**config.mk**
```make
export PLATFORM = sky130hd
export DESIGN_NAME = seq_detect_prog_flat
export DESIGN_NICKNAME = d
export VERILOG_FILES = /design/src/rtl/seq_detect_prog_if.sv /design/src/rtl/seq_detect_prog.sv /design/src/flat_wrapper.sv
export SDC_FILE = /design/constraint.sdc
export NUM_CORES = 1
export LEC_CHECK = 0
export BUFFER_PORTS_ARGS = -buffer_cell sky130_fd_sc_hd__clkbuf_2
export CAP_MARGIN = 20
export CORE_MARGIN = 2
export CORE_UTILIZATION = 40
export DETAILED_ROUTE_END_ITERATION = 8
export GPL_ROUTABILITY_DRIVEN = 0
export PLACE_DENSITY = 0.64
export SLEW_MARGIN = 10
export SYNTH_ARGS = -nofsm -noshare
export SYNTH_HDL_FRONTEND = slang
export SYNTH_SLANG_ARGS = --single-unit
export TNS_END_PERCENT = 20
```
**constraint.sdc**
```tcl
create_clock -name clk -period 4.8 [get_ports clk]
set_input_delay 0.72 -clock clk [delete_from_list [all_inputs] [get_ports clk]]
set_output_delay 0.72 -clock clk [all_outputs]
set_load 0.05 [all_outputs]
```
**src/rtl/seq_detect_prog_if.sv**
```systemverilog
// Handshake/config bundle for the programmable sequence detector.
// master drives bits and config; slave returns match, count, err, state.
interface seq_detect_prog_if #(
  parameter int MAX_LEN = 8,
  parameter int LEN_W   = $clog2(MAX_LEN) + 1,
  parameter int CNT_W   = 8
);
  logic               in_valid;
  logic               in;
  logic               cfg_we;
  logic [MAX_LEN-1:0] cfg_pattern;
  logic [LEN_W-1:0]   cfg_len;
  logic               cfg_overlap;
  logic               clr_count;
  logic               match;
  logic [CNT_W-1:0]   match_count;
  logic               cfg_err;
  logic [1:0]         state;

  modport master (
    output in_valid, in, cfg_we, cfg_pattern,
    output cfg_len, cfg_overlap, clr_count,
    input  match, match_count, cfg_err, state
  );

  modport slave (
    input  in_valid, in, cfg_we, cfg_pattern,
    input  cfg_len, cfg_overlap, clr_count,
    output match, match_count, cfg_err, state
  );
endinterface

```
**src/rtl/seq_detect_prog.sv**
```systemverilog
// Programmable serial sequence detector (1..MAX_LEN bit pattern).
// Ports: clk, rst (async high), bus (slave: bits/config in, match out).
module seq_detect_prog #(
  parameter int                 MAX_LEN     = 8,
  parameter int                 LEN_W       = $clog2(MAX_LEN) + 1,
  parameter int                 CNT_W       = 8,
  parameter logic [MAX_LEN-1:0] DEF_PATTERN = 8'b0001_1010,
  parameter int                 DEF_LEN     = 5
) (
  input  logic               clk,
  input  logic               rst,
  seq_detect_prog_if.slave   bus
);

  typedef enum logic [1:0] {
    DISABLED = 2'd0,
    FILL     = 2'd1,
    ARMED    = 2'd2
  } state_t;

  localparam logic [LEN_W-1:0] L_MAX = LEN_W'(MAX_LEN);
  localparam logic [LEN_W-1:0] L_DEF = LEN_W'(DEF_LEN);

  state_t             r_state;
  logic [MAX_LEN-1:0] r_hist;
  logic [LEN_W-1:0]   r_fill;
  logic [MAX_LEN-1:0] r_pat;
  logic [LEN_W-1:0]   r_len;
  logic               r_ovl;
  logic               r_match;
  logic [CNT_W-1:0]   r_cnt;
  logic               r_err;

  logic [MAX_LEN-1:0] w_hist_n;
  logic [LEN_W-1:0]   w_fill_n;
  logic [MAX_LEN-1:0] w_mask;
  logic               w_hit;
  logic               w_cfg_ok;
  logic               w_armed_n;

  assign w_hist_n = {r_hist[MAX_LEN-2:0], bus.in};
  assign w_fill_n = (r_fill >= L_MAX) ? L_MAX
                                      : r_fill + 1'b1;

  // Only the low len bits of history/pattern take part.
  always_comb begin
    w_mask = '0;
    for (int i = 0; i < MAX_LEN; i++) begin
      w_mask[i] = (LEN_W'(i) < r_len);
    end
  end

  assign w_armed_n = (w_fill_n >= r_len);
  assign w_hit = (r_state != DISABLED) && w_armed_n &&
                 (((w_hist_n ^ r_pat) & w_mask) == '0);

  assign w_cfg_ok = (bus.cfg_len != '0) &&
                    (bus.cfg_len <= L_MAX);

  always_ff @(posedge clk or posedge rst) begin
    if (rst) begin
      r_state <= FILL;
      r_hist  <= '0;
      r_fill  <= '0;
      r_pat   <= DEF_PATTERN;
      r_len   <= L_DEF;
      r_ovl   <= 1'b1;
      r_match <= 1'b0;
      r_cnt   <= '0;
      r_err   <= 1'b0;
    end else begin
      r_match <= 1'b0;
      if (bus.cfg_we) begin
        // A config write restarts detection; any bit this cycle is dropped.
        r_pat   <= bus.cfg_pattern;
        r_len   <= bus.cfg_len;
        r_ovl   <= bus.cfg_overlap;
        r_hist  <= '0;
        r_fill  <= '0;
        r_cnt   <= '0;
        r_err   <= ~w_cfg_ok;
        r_state <= w_cfg_ok ? FILL : DISABLED;
      end else begin
        if (bus.clr_count) begin
          r_cnt <= '0;
        end
        if (bus.in_valid && (r_state != DISABLED)) begin
          r_hist <= w_hist_n;
          if (w_hit) begin
            r_match <= 1'b1;
            if (!bus.clr_count && (r_cnt != '1)) begin
              r_cnt <= r_cnt + 1'b1;
            end
            // Non-overlap needs len fresh bits before the next match.
            if (r_ovl) begin
              r_fill  <= w_fill_n;
              r_state <= ARMED;
            end else begin
              r_fill  <= '0;
              r_state <= FILL;
            end
          end else begin
            r_fill  <= w_fill_n;
            r_state <= w_armed_n ? ARMED : FILL;
          end
        end
      end
    end
  end

  assign bus.match       = r_match;
  assign bus.match_count = r_cnt;
  assign bus.cfg_err     = r_err;
  assign bus.state       = r_state;

endmodule

```
**src/flat_wrapper.sv**
```systemverilog
// flat-port wrapper written by rule: the top's interface ports become plain ports
module seq_detect_prog_flat 
#(
  parameter int                 MAX_LEN     = 8,
  parameter int                 LEN_W       = $clog2(MAX_LEN) + 1,
  parameter int                 CNT_W       = 8,
  parameter logic [MAX_LEN-1:0] DEF_PATTERN = 8'b0001_1010,
  parameter int                 DEF_LEN     = 5
)
  (clk, rst, bus_in_valid, bus_in, bus_cfg_we, bus_cfg_pattern, bus_cfg_len, bus_cfg_overlap, bus_clr_count, bus_match, bus_match_count, bus_cfg_err, bus_state);
  seq_detect_prog_if #(.MAX_LEN(MAX_LEN), .LEN_W(LEN_W), .CNT_W(CNT_W)) bus_i ();
  input  logic clk;
  input  logic rst;
  input wire logic [$bits(bus_i.in_valid)-1:0] bus_in_valid;
  input wire logic [$bits(bus_i.in)-1:0] bus_in;
  input wire logic [$bits(bus_i.cfg_we)-1:0] bus_cfg_we;
  input wire logic [$bits(bus_i.cfg_pattern)-1:0] bus_cfg_pattern;
  input wire logic [$bits(bus_i.cfg_len)-1:0] bus_cfg_len;
  input wire logic [$bits(bus_i.cfg_overlap)-1:0] bus_cfg_overlap;
  input wire logic [$bits(bus_i.clr_count)-1:0] bus_clr_count;
  output wire logic [$bits(bus_i.match)-1:0] bus_match;
  output wire logic [$bits(bus_i.match_count)-1:0] bus_match_count;
  output wire logic [$bits(bus_i.cfg_err)-1:0] bus_cfg_err;
  output wire logic [$bits(bus_i.state)-1:0] bus_state;
  assign bus_i.in_valid = bus_in_valid;
  assign bus_i.in = bus_in;
  assign bus_i.cfg_we = bus_cfg_we;
  assign bus_i.cfg_pattern = bus_cfg_pattern;
  assign bus_i.cfg_len = bus_cfg_len;
  assign bus_i.cfg_overlap = bus_cfg_overlap;
  assign bus_i.clr_count = bus_clr_count;
  assign bus_match = bus_i.match;
  assign bus_match_count = bus_i.match_count;
  assign bus_cfg_err = bus_i.cfg_err;
  assign bus_state = bus_i.state;
  seq_detect_prog #(.MAX_LEN(MAX_LEN), .LEN_W(LEN_W), .CNT_W(CNT_W), .DEF_PATTERN(DEF_PATTERN), .DEF_LEN(DEF_LEN)) u_core (.clk(clk), .rst(rst), .bus(bus_i));
endmodule
```
Word-level counts from Yosys, hierarchy flattened. Index checks and enable logic that the tools add are counted.

Input port bits: 19. Bits in registers: 36. Output and inout bits: 12. Logic and storage cells: 57.

Reductions and logical operators: 10. Bitwise gates (word level): 3. $lt $le $gt $ge: 11. $add $sub $neg: 2. Mux-type cells: 21. Equality and inequality tests: 1.

Operators by type and width (number): $mux 8 (5); $mux 4 (5); $lt 3x4->1 const A (4); $mux 7 (2); $mux 2 (5); $add 8x1->8 const B (1); $and 8x8->8 (1); $logic_not 8->1 (1); $lt 1x4->1 const A (2); $lt 2x4->1 const A (2); $ne 8x8->1 const B (1); $xor 8x8->8 (1); $logic_and 1x1->1 (5); $add 4x1->4 const B (1); $ge 4x4->1 (1); $ge 4x4->1 const B (1); $le 4x4->1 const B (1); $mux 1 (4); $reduce_bool 2->1 (2); $reduce_bool 4->1 (1); $logic_not 1->1 (1); $not 1->1 (1).

Longest topological paths before layout. Gate-level depths: netlist of the first run.

Depth in word-level cells: 8. Depth in mapped cells: 10. Gate-level depth less buffers: 9.

Least setup slack after synthesis of the first run. OpenSTA, ideal clock, no wires.

Path type: input -> register. From: input port bus_in. To: register u_core.r_cnt[5], in the netlist u_core.bus.match_count[5]. Setup time: 0.078 ns. Stages on the path: 7. Data arrival time: 2.515 ns. Buffers on the path: 1. Setup slack: 2.207 ns. Required time: 4.722 ns. Path through: xnor2_1 o22ai_1 a2111o_1 or4_4 buf_6 or4_1 a21oi_1.

Longest elaborated chain between the ends: 7.

Ends and longest elaborated chain: from (decl) (RTL line flat_wrapper.sv:15) `input wire logic [$bits(bus_i.in)-1:0] bus_in;`; $xor 8x8->8 (RTL line seq_detect_prog.sv:55) `(((w_hist_n ^ r_pat) & w_mask) == '0);`; $and 8x8->8 (RTL line seq_detect_prog.sv:55); $logic_not 8->1 (RTL line seq_detect_prog.sv:55); $logic_and 1x1->1 (RTL line seq_detect_prog.sv:54) `assign w_hit = (r_state != DISABLED) && w_armed_n &&`; $mux 8 (RTL line seq_detect_prog.sv:89) `if (w_hit) begin`; $mux 8 (RTL line seq_detect_prog.sv:87) `if (bus.in_valid && (r_state != DISABLED)) begin`; $mux 8 (RTL line seq_detect_prog.sv:73) `if (bus.cfg_we) begin`; to (signal assigned) (RTL line seq_detect_prog.sv:92) `r_cnt <= r_cnt + 1'b1;`; to (decl) (RTL line seq_detect_prog.sv:31) `logic [CNT_W-1:0] r_cnt;`.

No other way between the ends. A chain may end at the register's enable or synchronous reset.

Final worst setup path of the first run.
From: register u_core.r_len[2]. To: register u_core.r_cnt[5], in the netlist u_core.bus.match_count[5].

Longest elaborated chain between the ends: 7. Elaborated cells between the ends (all ways): 16. Classes of those cells: order compare (9); mux (3); bitwise (1); reduce/logical (3).

Ends and longest elaborated chain: from (decl) (RTL line seq_detect_prog.sv:28) `logic [LEN_W-1:0] r_len;`; from (signal assigned) (RTL line seq_detect_prog.sv:76) `r_len <= bus.cfg_len;`; $lt 1x4->1 (tied with other cells) (RTL line seq_detect_prog.sv:49) `w_mask[i] = (LEN_W'(i) < r_len);`; $and 8x8->8 (RTL line seq_detect_prog.sv:55); $logic_not 8->1 (RTL line seq_detect_prog.sv:55); $logic_and 1x1->1 * (RTL line seq_detect_prog.sv:54); $mux 8 * (RTL line seq_detect_prog.sv:89); $mux 8 * (RTL line seq_detect_prog.sv:87); $mux 8 * (RTL line seq_detect_prog.sv:73).

Mark *: on every way between the ends. The rest lies on a longest branch, timed or not.

==> results.md, run 1 <==
- Layout Nets: 238
- Core area: 0.00438 mm^2
- Status: complete, no violations
- Worst-Skew Late Latency: 280 ps
- Clock power frac: 33.4%
- PnR worst setup slack: 2100 ps
- Final instance area: 0.00213 mm^2
- Layout cells sized above 1: 27.2%
- Period utilization: 56.3%
- Syn_area_per_cell: 10.2 um^2
- Worst hold slack: 500 ps
- Detailed-route DRC error count: 0
- Post-place instance area: 0.00204 mm^2
- Share of the synthesized area in the top cell type: 39.4%
- Initial drt markers: 91
- Final worst path period need: 2700 ps
- H-tree lvl count: 2
- Hold Path Depth: 1
- Post-DP HPWL: 2.57 mm
- First-pass GRT wire length: 6.27 mm
- Critical Path AT: 2910 ps
- Netlist Area Pre-Place: 0.00184 mm^2
- Count of different cell masters after synthesis: 39
- Total number of vias: 1429
- Worst Skew: 9.10 ps
- RR Startpoint: u_core.r_len[2]$_DFFE_PP1P_
- Synthesis-to-finish area growth: 15.6%
- Postcts setup bufs: 0
- Reg2Reg Depth: 6
- Drt first pass iters: 4
- # IOs: 31
- CP Class: flop to flop
- WP data required: 5010 ps
- GRT Util Overall: 15.7%
- Die height: 71.8 um
- Tot Pwr: 0.656 mW
- Vias in the first global route: 1293
- Die footprint: 0.00516 mm^2
- Sequential-to-total area share from yosys stat: 49.4%
- Fin. Hold Viols: 0
- Internal power: 0.481 mW
- Maximum vdd drop: 0.239 mV
- Yosys reg bits: 36
- Std-Cell Rows: 24
- Crit path from: u_core.r_len[2]$_DFFE_PP1P_
- Max-cap viol count: 0
- Worst setup SP type: flop
- CTS tree: done
- Worst slew pin tran: 616 ps
- Synth Instances: 180
- Endpoints failing setup: 0
- Synth area leaders: dfrtp_1, dfstp_2, mux2_2
- Hold_sp: u_core.bus.cfg_err$_DFFE_PP0P_
- Num CTS Buffers: 5
- Fill cell count: 419
- Diode count: 0
- Flop-to-flop setup slack: 2100 ps
- DRT Wirelength: 3.63 mm
- CP Capture Type: flop
- Leakage: 0.929 nW
- Crit path max fanout: 10
- Worst R2R End: u_core.bus.match_count[5]$_DFF_PP0_
- Antenna violations before repair: 0
- Sequential Power Share: 52.1%
- DR WL/cell: 13.7 um
- Root Driver: clkbuf_8
- Initial Util: 42.0%
- Die width: 71.8 um
- Average vias per placed instance: 5.39
- Switch Pwr: 0.175 mW
- DRT antenna net count: 0
- HP Class: flop to flop
- Post-cts resize count: 0
- CTS max path bufs: 2
- Fraction of power spent switching nets: 26.6%
- Setup TNS: 0 ps
- Total gr overflow: 0
- Yosys warnings: 0
- Comb pwr share: 14.5%
- IO Port Bufs: 30
- Largest net degree at the start of global routing: 37
- Synth area leader: dfrtp_1
- Max Clk Rate: 370 MHz
- Worst slack at placement: 2070 ps
- Clock Sinks: 36
- Power Dens Cells: 308 mW/mm^2
- Worst slew margin: 59.0%
- Cts hold-fix bufs: 0
- RSZ-0062 raised after global routing: false
- Worst Hold End: u_core.bus.cfg_err$_DFFE_PP0P_
- Syn nets: 206
- Worst-path clk slew: 70 ps
- Final Max Slew Viols: 0
cell type report:
type	count	area, um^2	area share (%)
inverter	9	33.8	1.59
sequential	36	910	42.8
clock buffer	8	90.1	4.24
tap	52	65.1	3.06
timing repair buffer	32	165	7.76
multi-input combinational	128	863	40.6
cell families (layout without fill, tap and decap cells):
kind of cell | Yosys count | count (layout) | share of synthesized area, %
buffers and inverters | 16 | 49 | 3.67
AND/OR/NAND/NOR | 58 | 58 | 15.8
multiplexers | 11 | 11 | 6.66
XOR/XNOR | 11 | 11 | 5.23
flip-flops | 36 | 36 | 49.4
AO/OA/AOI/OAI | 41 | 41 | 14.4
adder cells (fa/ha/maj) | 7 | 7 | 4.76
critical path, stage by stage (launching register included):
cell	delay, ps
dfstp_2	580
nor4b_2	210
o221ai_1	170
a2111o_1	500
or4_4	600
or4_1	420
a21oi_1	150
worst max path at each step:
stage | to | cells after the start
4_1_cts | u_core.bus.match_count[5]$_DFF_PP0_ | 6
3_3_place_gp | u_core.bus.match_count[5]$_DFF_PP0_ | 7
6_report | u_core.bus.match_count[5]$_DFF_PP0_ | 6
2_1_floorplan | u_core.bus.match_count[5]$_DFF_PP0_ | 7
3_5_place_dp | u_core.bus.match_count[5]$_DFF_PP0_ | 7
5_1_grt | u_core.bus.match_count[5]$_DFF_PP0_ | 9
state kept, by name, summed over array words and instances, names as in the netlist:
register	flops
u_core.r_ovl	1
u_core.bus.match	1
u_core.r_pat	8
u_core.bus.cfg_err	1
u_core.r_fill	4
u_core.bus.match_count	8
u_core.r_len	4
u_core.bus.state	2
u_core.r_hist	7
metrics by stage:
stage / cells / utilization (%)
floorplan: 180 / -
global placement: 257 / 46.5
detailed placement: 257 / 46.5
global route: 265 / 48.5
finish: 265 / 48.5
CTS: 265 / 48.5
power by group through the flow:
stage | clock [mW] | combinational (mW) | sequential, mW
3_5_place_dp | 0 | 0.0963 | 0.347
3_3_place_gp | 0 | 0.0951 | 0.347
6_report | 0.219 | 0.0950 | 0.342
5_1_grt | 0.242 | 0.108 | 0.344
2_1_floorplan | 0 | 0.0620 | 0.352
4_1_cts | 0.227 | 0.0968 | 0.342
routing by layer:
metal  vias up  GRT usage, %  share of wire, %
met1       685          23.6                51
met4         0          5.66              0.80
met5         -             0                 0
met3         2          4.64               3.9
li1        706             -                 -
met2        36          21.3                45
cell usage after synthesis (all sizes together):
cell,n
dfrtp,29
nand2,24
a21oi,13
mux2,10
xnor2,10
inv,9
nor2,8
o21ai,8
dfstp,7
ha,7
nor3,7
a22o,5
clkbuf,4
nand3,4
buf,3
o21a,3
o22ai,3
or3,3
a41oi,2
nor4,2
o31ai,2
or4,2
a2111o,1
a211oi,1
a311oi,1
a31oi,1
and3,1
and4,1
mux2i,1
nand2b,1
nor2b,1
nor3b,1
nor4b,1
nor4bb,1
o221ai,1
or2,1
xor2,1
cell usage in the layout, fill, tap and decap left out, drive strengths merged, types with 2 or more instances in the layout:
cell type,n
o21a,3
o31ai,2
o22ai,3
mux2,10
xnor2,10
nor3,7
inv,9
buf,2
a41oi,2
a22o,5
or3,3
ha,7
nor2,8
nor4,2
nand2,24
dfstp,7
nand3,4
clkbuf,38
o21ai,8
dfrtp,29
a21oi,13
or4,2
Note: power is estimated with default switching activity, not from simulation.
==> run 2, diff against run 1 <==
- ABC_AREA: unset -> 1
- PLACE_DENSITY: 0.64 -> 0.66
- clock period: 4.8 -> 2.25 ns (I/O delays scaled with it)
==> results.md, run 2 <==
- GR Layer Usage met3: 3.53% (-1.1 points)
- Worst Skew: 8.30 ps (-0.795 ps)
- Cts hold-fix bufs: 0 (unchanged)
- Detailed-route DRC error count: 0 (unchanged)
- Share of the synthesized area in the top cell type: 34.0% (-5.5 points)
- Crit path max fanout: 5 (-5)
- Most frequent cells in the layout: nand2_1, inv_1, clkbuf_2
- Synth Instances: 283 (+57%)
- Sequential-to-total area share from yosys stat: 42.6% (-6.8 points)
- Num CTS Buffers: 5 (unchanged)
- Total number of vias: 1827 (+28%)
- Fill cell count: 545 (+30%)
- Worst-path clk slew: 80 ps (about the same)
- DRT Wirelength: 4.64 mm (+28%)
- First-pass GRT wire length: 7.92 mm (+26%)
- CTS tree: done
- Die width: 77.1 um (+7.3%)
- Average vias per placed instance: 4.68 (-13%)
- Post-DP HPWL: 3.43 mm (+33%)
- Post-synthesis xor/xnor area fraction: 2.46% (-2.8 points)
- Syn nets: 309 (+50%)
- Adder-Cell Fraction of Synth Area: 4.10% (-0.66 points)
- Post-synth EDFFs: 0 (unchanged)
- Max Clk Rate: 469 MHz (+27%)
- GR peak layer: met2
- DRT antenna net count: 0 (unchanged)
- # IOs: 31 (unchanged)
- Die height: 77.1 um (+7.3%)
- Initial drt markers: 83 (-8.8%)
- Final worst path period need: 2130 ps (-569 ps)
- Final Max Slew Viols: 0 (unchanged)
- Leakage: 1.24 nW (+34%)
- CTS max path bufs: 2 (unchanged)
- Main flop type after synthesis: dfrtp_1
- Syn_area_per_cell: 7.55 um^2 (-26%)
- Commonest non-fill, non-tap cell in the layout: nand2_1
- Met2 Resource Use GR: 26.0% (+4.7 points)
- Initial Util: 41.6% (-0.43 points)
- RSZ-0062 raised after global routing: true
- Power Dens Cells: 634 mW/mm^2 (+110%)
- Compound-Gate Fraction of Synth Area: 12.0% (-2.4 points)
- Worst hold slack: 116 ps (-383 ps)
- Status: complete, no violations
- Count leader, synth: nand2_1
- RR Startpoint: u_core.r_fill[0]$_DFFE_PP0P_
- WP data required: 2420 ps (-2590 ps)
- CP Capture Type: flop
- Synth area leader: dfrtp_1
- Core area: 0.00514 mm^2 (+17%)
- Yosys reg bits: 36 (unchanged)
- Total gr overflow: 0 (unchanged)
- Vias in the first global route: 1733 (+34%)
- Synth area leaders: dfrtp_1, nand2_1, dfstp_2
- GRT Util Overall: 16.7% (+0.94 points)
- Antenna violations before repair: 0 (unchanged)
- Max-cap viol count: 0 (unchanged)
- Worst setup SP type: flop
- Clock Sinks: 36 (unchanged)
- Yosys warnings: 0 (unchanged)
- Endpoints failing setup: 0 (unchanged)
- Layout Nets: 345 (+45%)
- Worst slew margin: 69.4% (+10 points)
- Crit path from: u_core.r_fill[0]$_DFFE_PP0P_
- H-tree lvl count: 2 (unchanged)
- HP Class: input port to asynchronous set/reset pin
- Setup TNS: 0 ps (unchanged)
- Die footprint: 0.00594 mm^2 (+15%)
- Ys async rst share: 100% (unchanged)
- Std-Cell Rows: 26 (+8.3%)
- Drt first pass iters: 5 (+1)
- Diode count: 0 (unchanged)
- Layout cells sized above 1: 25.3% (-1.9 points)
- Root Driver: clkbuf_8
- IO Port Bufs: 30 (unchanged)
- Period utilization: 94.8% (+39 points)
- Post-synthesis mux area share: 0% (-6.7 points)
- Maximum vdd drop: 0.371 mV (+56%)
- Top cells by count, synth: nand2_1, inv_1, dfrtp_1, o21ai_0, nor2_1
- Count of different cell masters after synthesis: 32 (-18%)
- CP Class: flop to flop
- Main combinational cell family by area after synthesis: simple AND/OR/NAND/NOR gates
- Worst-Skew Late Latency: 290 ps (about the same)
- Met1 usage: 22.9% (-0.74 points)
- Worst slew pin tran: 460 ps (-156 ps)
- Largest net degree at the start of global routing: 37 (unchanged)
- Post-place instance area: 0.00236 mm^2 (+16%)
- Critical Path AT: 2300 ps (-610 ps)
- Synthesis-to-finish area growth: 17.8%
- DR WL/cell: 11.9 um (-13%)
- Final instance area: 0.00251 mm^2 (+18%)
- Fin. Hold Viols: 0 (unchanged)
- Synth Area in Simple Gates: 28.9% (+13 points)
- Netlist Area Pre-Place: 0.00214 mm^2 (+16%)
## run 2: area by class of cell
type / count / area [um^2] / share of cell area [%]
tap: 70 / 87.6 / 3.48
multi-input combinational: 194 / 1060 / 42.2
timing repair buffer: 35 / 188 / 7.46
inverter: 47 / 176 / 7.01
sequential: 36 / 910 / 36.2
clock inverter: 2 / 10.0 / 0.398
clock buffer: 6 / 82.6 / 3.28
## run 2: path summary, 6_finish.rpt
path / endpoint / slack (ps) / cells past startpoint
min: u_core.bus.match_count[1]$_DFF_PP0_ / 120 / 3
max: u_core.r_fill[2]$_DFFE_PP0P_ / 120 / 13
min reg2reg: u_core.r_pat[3]$_DFFE_PP1P_ / 490 / 2
max reg2reg: u_core.r_fill[2]$_DFFE_PP0P_ / 120 / 13
max in group asynchronous: u_core.bus.state[0]$_DFFE_PP1P_ / 1780 / 3
min in group clk: u_core.r_pat[3]$_DFFE_PP1P_ / 230 / 3
## run 2: kinds of logic (layout without fill, tap and decap cells)
group                    after synthesis  count (layout)
buffers and inverters                 53              90
flip-flops                            36              36
XOR/XNOR                               6               6
AND/OR/NAND/NOR                      135             135
adder cells (fa/ha/maj)                7               7
AO/OA/AOI/OAI                         46              46
## run 2: timing repair
item	4_1_cts	5_1_grt
setup endpoints to repair	0	5
resized for setup	0	13
setup buffers	0	2
## run 2: power breakdown
group | internal [mW] | total (mW) | switching [mW]
clock network | 0.244 | 0.478 | 0.234
registers | 0.700 | 0.738 | 0.0380
logic | 0.119 | 0.378 | 0.260
## run 2: per-stage QoR
| step | worst slack, ps | util [%] | power [mW] | instances |
|---|---|---|---|---|
| final | 116 | 48.9 | 1.59 | 390 |
| after floorplan | 369 | - | 1.02 | 283 |
| after CTS | 166 | 47.7 | 1.59 | 388 |
| after global placement | 241 | 45.9 | 1.10 | 380 |
| after global routing | -44.1 | 48.9 | 1.70 | 390 |
| after detailed placement | 186 | 45.9 | 1.11 | 380 |
## run 2: worst max-delay path: stages, from the launching register on
cell     delay [ps]
dfrtp_1         400
inv_2           120
ha_4            210
inv_2            50
nor2_2           30
ha_1            270
nand2_1          50
nand2_1          80
nand2_2          60
a21oi_2         160
nand4_1         250
buf_4           220
nand3_1          50
o21ai_1          60
## run 2: metal layers
layer	routed length, um	vias up
met5	0	-
met4	65	0
met3	165	6
met2	2200	29
met1	2210	832
li1	-	960
==> run 3, diff against run 2 <==
- CORE_UTILIZATION: 40 -> 51
- PLACE_DENSITY: 0.66 -> 0.79
- RECOVER_POWER: unset -> 100
==> results.md, run 3 (same netlist as run 2, synthesis figures left out) <==
- Largest net degree at the start of global routing: 37 (unchanged)
- Total gr overflow: 0 (unchanged)
- Worst setup SP type: flop
- WP data required: 2420 ps (about the same)
- Average vias per placed instance: 5.06 (+8.0%)
- Fin. Hold Viols: 0 (unchanged)
- Final worst path period need: 2120 ps (-12.0 ps)
- Die footprint: 0.00472 mm^2 (-21%)
- Max-cap viol count: 1 (+1)
- Power Dens Cells: 625 mW/mm^2 (-1.5%)
- Clock Sinks: 36 (unchanged)
- Flop-to-flop setup slack: 130 ps (about the same)
- Die height: 68.7 um (-11%)
- Violated checks: capacitance limit, slew limit
- Critical Path Sink: u_core.bus.match_count[1]$_DFF_PP0_
- IO Port Bufs: 30 (unchanged)
- Final Max Slew Viols: 37 (+37)
- HP Class: input port to flop
- Detailed-route DRC error count: 0 (unchanged)
- CP Capture Type: flop
- Register Area: 910 um^2 (unchanged)
- Num CTS Buffers: 5 (unchanged)
- Synthesis-to-finish area growth: 13.2%
- Comb pwr share: 24.0% (+0.3 points)
- H-tree lvl count: 2 (unchanged)
- Antenna violations before repair: 0 (unchanged)
- Max Clk Rate: 471 MHz (+0.57%)
- Worst slew margin: -21.4% (-91 points)
- Worst Skew: 11.0 ps (+2.66 ps)
- # IOs: 31 (unchanged)
- Post-DP HPWL: 3.22 mm (-6.0%)
- Layout Nets: 342 (-0.87%)
- Reg2Reg Depth: 13 (unchanged)
- Core area: 0.00403 mm^2 (-22%)
- DR WL/cell: 12.2 um (+2.3%)
- Most frequent cells in the layout: nand2_1, inv_1, dfrtp_1
- Fraction of power spent switching nets: 33.1% (-0.20 points)
- Worst slew pin tran: 1820 ps (+1360 ps)
- Internal power: 1.01 mW (-4.9%)
- Tot Pwr: 1.51 mW (-5.2%)
- Setup TNS: 0 ps (unchanged)
- Hold_sp: bus_cfg_pattern[3]
- Leakage: 1.16 nW (-6.3%)
- Worst-path clk slew: 60 ps (-20 ps)
- Sequential Power Share: 48.5% (+2.2 points)
- Commonest non-fill, non-tap cell in the layout: nand2_1
- Switch Pwr: 0.500 mW (-5.8%)
- Std-Cell Rows: 23 (-12%)
- Fill cell count: 371 (-32%)
- RR Startpoint: u_core.r_fill[1]$_DFFE_PP0P_
- Cts hold-fix bufs: 0 (unchanged)
- Worst-Skew Late Latency: 290 ps (about the same)
- Total number of vias: 1847 (+1.1%)
- Endpoints failing setup: 0 (unchanged)
- Crit path from: u_core.r_fill[1]$_DFFE_PP0P_
- Worst R2R End: u_core.bus.match_count[1]$_DFF_PP0_
- Initial Util: 53.0% (+11 points)
- Vias in the first global route: 1700 (-1.9%)
- Clock power frac: 27.4% (-2.6 points)
- Diode count: 0 (unchanged)
- Critical Path AT: 2290 ps (about the same)
- Drt first pass iters: 4 (-1)
- GRT Util Overall: 21.1% (+4.5 points)
- Layout cells sized above 1: 17.5% (-7.9 points)
- Die width: 68.7 um (-11%)
- Multi-input gate area: 0.00105 mm^2 (-0.94%)
- Crit path max fanout: 5 (unchanged)
- CTS tree: done
- Status: finished with violations
- CP Class: flop to flop
- DRT Wirelength: 4.44 mm (-4.3%)
- First-pass GRT wire length: 7.32 mm (-7.6%)
- Maximum vdd drop: 0.373 mV (+0.52%)
- Initial drt markers: 75 (-9.6%)
- Period utilization: 94.3% (-0.53 points)
- CTS max path bufs: 2 (unchanged)
- Root Driver: clkbuf_8
- DRT antenna net count: 0 (unchanged)
run 3: changes by cell type in the layout (fill, tap and decap cells not counted), sizes merged:
cell / change
clkinv: -2
buf: -4
clkbuf: +1
run 3: layer usage:
metal  global-route usage [%]  wire [um]  up-vias
met1                     28.5       2110      849
met2                     33.1       2060       41
met3                     5.03        194        8
met4                     7.84         74        0
met5                        0          0        -
li1                         -          -      949
run 3: repair_timing:
item | CTS | global route
setup endpoints to repair | 0 | 6
buffers inserted | 0 | 1
gates resized for setup | 0 | 12
run 3: worst max-delay path, stage by stage, from the launching register on:
cell and delay (ps):
dfrtp_1 400, ha_2 200, xnor2_2 160, nor2_2 70, ha_1 270, nand2_1 50, inv_1 60, nand2_2 70
a21oi_4 160, nand3_2 140, nor2_4 230, nand3_2 90, nand2_1 70, nor2_1 40
run 3: cell type report:
class | instances | area share (%)
clock buffer | 6 | 3.00
inverter | 47 | 7.29
multi-input combinational | 194 | 43.5
sequential | 36 | 37.6
tap | 50 | 2.59
timing repair buffer | 32 | 6.05
run 3: worst min-delay path by stage:
stage	to	slack [ps]	cells after the start
floorplan	u_core.r_pat[3]$_DFFE_PP1P_	430	2
global placement	u_core.bus.cfg_err$_DFFE_PP0P_	440	3
detailed placement	u_core.bus.cfg_err$_DFFE_PP0P_	440	3
CTS	u_core.bus.match_count[7]$_DFF_PP0_	140	3
global route	u_core.r_pat[3]$_DFFE_PP1P_	260	3
finish	u_core.r_pat[3]$_DFFE_PP1P_	240	3
run 3: through the flow:
stage | setup slack (ps) | cells | util [%] | instance area (um^2) | hold slack, ps
final | 128 | 365 | 60.0 | 2420 | 238
after detailed placement | 179 | 358 | 57.6 | 2320 | 441
after global placement | 258 | 358 | 57.6 | 2320 | 443
after floorplan | 369 | 283 | - | 2140 | 434
after global routing | -17.2 | 365 | 60.0 | 2420 | 259
after CTS | 156 | 364 | 59.4 | 2390 | 137
run 3: power groups by stage:
stage                     combinational [mW]  clock, mW  sequential, mW
after floorplan                        0.232          0           0.788
after global placement                 0.349          0           0.745
after detailed placement               0.357          0           0.746
after CTS                              0.360      0.418           0.735
after global routing                   0.407      0.455           0.740
final                                  0.363      0.414           0.733
